`src/rtl/param_up_dn_counter.sv`:
```
// Bounded up/down counter with load clamping, saturate-or-wrap mode and a wrap pulse.
// Define UPDN_STICKY_FLAGS_EN to add sticky overflow/underflow flags (clr_flags, ovf, unf).
module param_up_dn_counter #(
    parameter int              WIDTH   = 5,
    parameter longint unsigned MIN_VAL = 0,
    parameter longint unsigned MAX_VAL = (64'd1 << WIDTH) - 64'd1,
    parameter longint unsigned STEP    = 1
) (
    input  logic             clk,
    input  logic             rst,
    input  logic [WIDTH-1:0] IN,
    input  logic             Load,
    input  logic             Up,
    input  logic             Down,
    input  logic             en,
    input  logic             wrap,
    output logic [WIDTH-1:0] counter,
    output logic             High,
    output logic             Low,
    output logic             wrap_evt
`ifdef UPDN_STICKY_FLAGS_EN
    ,
    input  logic             clr_flags,
    output logic             ovf,
    output logic             unf
`endif
);

    // Bound checks run one bit wider so counter+STEP cannot overflow; results
    // that are guaranteed in range are formed modulo 2**WIDTH.
    localparam logic [WIDTH:0]   MAXX  = (WIDTH+1)'(MAX_VAL);
    localparam logic [WIDTH:0]   STEPX = (WIDTH+1)'(STEP);
    localparam logic [WIDTH:0]   LIMX  = (WIDTH+1)'(MIN_VAL + STEP);
    localparam logic [WIDTH-1:0] MINW  = WIDTH'(MIN_VAL);
    localparam logic [WIDTH-1:0] MAXW  = WIDTH'(MAX_VAL);
    localparam logic [WIDTH-1:0] STEPW = WIDTH'(STEP);
    localparam logic [WIDTH-1:0] RMSW  = WIDTH'(MAX_VAL - MIN_VAL + 1 - STEP);

    logic [WIDTH:0]   up_sum;
    logic             up_over;
    logic             dn_under;
    logic             do_up;
    logic             do_dn;
    logic [WIDTH-1:0] cnt_nxt;
    logic             wevt_nxt;

    assign up_sum   = {1'b0, counter} + STEPX;
    assign up_over  = up_sum > MAXX;
    assign dn_under = {1'b0, counter} < LIMX;

    always_comb begin
        cnt_nxt  = counter;
        wevt_nxt = 1'b0;
        do_up    = 1'b0;
        do_dn    = 1'b0;
        if (Load) begin
            if (IN < MINW)
                cnt_nxt = MINW;
            else if (IN > MAXW)
                cnt_nxt = MAXW;
            else
                cnt_nxt = IN;
        end else if (en && Down) begin
            do_dn = 1'b1;
            if (!dn_under) begin
                cnt_nxt = counter - STEPW;
            end else if (wrap) begin
                cnt_nxt  = counter + RMSW;
                wevt_nxt = 1'b1;
            end else begin
                cnt_nxt = MINW;
            end
        end else if (en && Up) begin
            do_up = 1'b1;
            if (!up_over) begin
                cnt_nxt = up_sum[WIDTH-1:0];
            end else if (wrap) begin
                // counter + STEP - R, written so no intermediate leaves WIDTH bits
                cnt_nxt  = counter - RMSW;
                wevt_nxt = 1'b1;
            end else begin
                cnt_nxt = MAXW;
            end
        end
    end

    always_ff @(posedge clk or posedge rst) begin
        if (rst) begin
            counter  <= MINW;
            wrap_evt <= 1'b0;
        end else begin
            counter  <= cnt_nxt;
            wrap_evt <= wevt_nxt;
        end
    end

    assign High = (counter == MAXW);
    assign Low  = (counter == MINW);

`ifdef UPDN_STICKY_FLAGS_EN
    // A new overflow/underflow in the clearing cycle keeps the flag set.
    always_ff @(posedge clk or posedge rst) begin
        if (rst) begin
            ovf <= 1'b0;
            unf <= 1'b0;
        end else begin
            ovf <= (do_up && up_over)  || (ovf && !clr_flags);
            unf <= (do_dn && dn_under) || (unf && !clr_flags);
        end
    end
`else
    logic unused_dir;
    assign unused_dir = do_up ^ do_dn;
`endif

endmodule

```
`config.mk`:
```
export PLATFORM = sky130hd
export DESIGN_NAME = param_up_dn_counter
export DESIGN_NICKNAME = d
export VERILOG_FILES = /design/src/rtl/param_up_dn_counter.sv
export SDC_FILE = /design/constraint.sdc
export NUM_CORES = 1
export LEC_CHECK = 0
export ABC_AREA = 1
export CAP_MARGIN = 10
export CORE_AREA = 2 2 39 41
export DETAILED_ROUTE_END_ITERATION = 12
export DIE_AREA = 0 0 41 43
export HOLD_SLACK_MARGIN = 0.08
export PLACE_DENSITY = 0.79
export SYNTH_ARGS = -nofsm -noshare
export SYNTH_HDL_FRONTEND = slang
export SYNTH_SLANG_ARGS = --single-unit
```
`constraint.sdc`:
```
create_clock -name clk -period 3.4 [get_ports clk]
set_input_delay 0.68 -clock clk [delete_from_list [all_inputs] [get_ports clk]]
set_output_delay 0.68 -clock clk [all_outputs]
set_load 0.02 [all_outputs]
```
==> impl_metrics.env <==
export IMPL_power_density_nw_per_um2=398.2
export IMPL_grt_pass1_wl_mm=2.615
export IMPL_h_tree_depth=1
export IMPL_synth_edff_count=0
export IMPL_async_flop_share=1.000
export IMPL_overflow=0
export IMPL_ios=20
export IMPL_synth_mux_area_fraction=0
export IMPL_fillers=139
export IMPL_rsz0062_at_grt="false"
export IMPL_vdd_ir_drop_max_mv=0.2433
export IMPL_synth_flop_cell="dfrtp_1"
export IMPL_wl_mm=1.631
export IMPL_cp_end_kind="output port"
export IMPL_die_h_um=43
export IMPL_hp_class="reg -> reg"
export IMPL_clkTransAtPathRegs_ns=0.05
export IMPL_fin_area_um2=825.8
export IMPL_path_max_fanout=8
export IMPL_grt_total_usage=0.2232
export IMPL_clock_latency_ns=0.25
export IMPL_placed_area_um2=803.3
export IMPL_avgSynthCellArea_um2=5.888
export IMPL_ys_types=16
export IMPL_drtIter0Drc=20
export IMPL_cp_arrival_ns=1.92
export IMPL_worst_slack_ns=0.7954
export IMPL_grt_pass1_vias=639
export IMPL_syn_cell_area_um2=600.6
export IMPL_fin_tns_setup_ns=0
export IMPL_initial_utilization=0.4340
export IMPL_syn_inst=102
export IMPL_wire_per_inst_um=11.73
export IMPL_fin_nets=141
export IMPL_synthXorXnorAreaFrac=0.02917
export IMPL_io_buffers=19
export IMPL_cts_resized_gates=0
export IMPL_antenna_found_initial=0
export IMPL_worst_pin_slew_ns=0.3348
export IMPL_clock_sinks=6
export IMPL_critPathLaunchType="flip-flop"
export IMPL_slew_headroom=0.7768
export IMPL_synthSimpleGateAreaFrac=0.4625
export IMPL_cts_buffer_depth=2
export IMPL_gp_congestion=0.8753
export IMPL_via_per_inst=5.273
export IMPL_ys_ff_latch=6
export IMPL_worstSetupPathType="reg -> out"
export IMPL_drive_gt1_frac=0.04878
export IMPL_synth_top_family_by_area="simple AND/OR/NAND/NOR gates"
export IMPL_grt_max_degree=11
export IMPL_antenna_cells=0
export IMPL_synthAdderAreaFrac=0.08333
export IMPL_dp_cells=136
export IMPL_seq_area_frac_synth=0.2500
export IMPL_drt_drc_violations_left=0
export IMPL_ys_warn_count=0
export IMPL_ctsHoldBuffers=0
export IMPL_hold_viol=0
export IMPL_dr_pass1_iters=4
export IMPL_syn_to_final_growth_pct=37.50
export IMPL_holdWs_ns=0.6590
export IMPL_synth_nets=118
export IMPL_final_max_slew_viol_count=0
export IMPL_cts_setup_buffers=0
export IMPL_num_rows=14
export IMPL_max_freq_mhz=383.9
export IMPL_cap_violations=0
export IMPL_dp_hpwl_mm=1.290
export IMPL_dr_total_vias=733
export IMPL_required_ns=2.72
export IMPL_final_cells=139
export IMPL_ant_nets=0
export IMPL_min_period_ns=2.605
export IMPL_cts_buffers_inserted=3
export IMPL_synth_compound_area_frac=0.05000
export IMPL_pre_cts_ws_ns=1.063
export IMPL_cts_root_buf="clkbuf_4"
export IMPL_fin_crit_sh=0.7661
export IMPL_clock_skew_ns=0.0005133
export IMPL_leakage_uw=0.0004609
export IMPL_core_area_um2=1384
export IMPL_die_width_um=41
export IMPL_setup_viol=0
export IMPL_r2r_slack_ns=1.72
export IMPL_tritoncts="built"
export IMPL_dieArea_um2=1763
export IMPL_outcome="completed"
## cell usage in the layout (no fill, tap or decap), types with 2 or more instances in the layout
cell type	Yosys	routed
clkbuf_4	0	3
clkdlybuf4s50_1	0	19
dfrtp_1	6	6
ha_1	4	4
inv_1	17	17
nand2_1	36	36
nand3_1	9	9
nand4_1	4	4
nor2_1	11	11
o21ai_0	6	6
xor2_1	2	2
## cell families after synthesis
family,count (synthesis)
AO/OA/AOI/OAI,6
XOR/XNOR,2
adder cells (fa/ha/maj),4
buffers and inverters,19
flip-flops,6
AND/OR/NAND/NOR,65
## final timing paths
path                                         from                     end  cells after the start
max                        counter[1]$_DFFE_PP0P_                    High                      5
min                        counter[1]$_DFFE_PP0P_  counter[1]$_DFFE_PP0P_                      2
max reg2reg                counter[1]$_DFFE_PP0P_  counter[4]$_DFFE_PP0P_                      8
min reg2reg                counter[1]$_DFFE_PP0P_  counter[1]$_DFFE_PP0P_                      2
max in group asynchronous                     rst  counter[1]$_DFFE_PP0P_                      2
min in group asynchronous                     rst  counter[4]$_DFFE_PP0P_                      2
## per-stage QoR
step / util / power, µW
CTS: 0.5967 / 331.3
global placement: 0.5805 / 257.5
global route: 0.5967 / 356.2
floorplan: - / 202.2
detailed placement: 0.5805 / 261.1
finish: 0.5967 / 328.8
## state kept, by name, indices dropped and copies added, names as in the netlist
signal and cells:
counter 5, wrap_evt 1
## Yosys cell counts (all sizes together) (2+ instances only)
cell / instances / area share
nand4: 4 / 0.042
o21ai: 6 / 0.050
xor2: 2 / 0.029
nand2: 37 / 0.24
ha: 4 / 0.083
nor2: 12 / 0.079
dfrtp: 6 / 0.25
nand3: 9 / 0.075
inv: 18 / 0.11
## per-layer routing
| layer | share of wire | track usage | vias to the layer above |
|---|---|---|---|
| li1 | - | - | 364 |
| met1 | 0.42 | 0.2885 | 337 |
| met2 | 0.50 | 0.3375 | 26 |
| met3 | 0.036 | 0.03141 | 6 |
| met4 | 0.043 | 0.1267 | 0 |
| met5 | 0 | 0 | - |
## power by group
group	internal, µW	total [µW]	switching (µW)	leakage (µW)
clock	40.1	67.8	27.7	0.0000138
sequential	82.8	108	25.5	0.0000723
combinational	67.8	153	84.9	0.000375
## final cells by class
cell class                      count  area (µm²)  area share
Inverter                           18       67.56     0.08182
Timing Repair Buffer               19       190.2      0.2303
Clock buffer                        3       22.52     0.02727
Sequential cell                     6       150.1      0.1818
Multi-Input combinational cell     77       375.4      0.4545
Tap cell                           16       20.02     0.02424
## critical path, stage by stage (launching register included)
cell and delay (ns):
dfrtp_1 0.48, ha_1 0.22, inv_1 0.05, nor3_1 0.15, ha_1 0.18, clkdlybuf4s50_1 0.59
No activity file was read; power rests on OpenSTA's default activity.
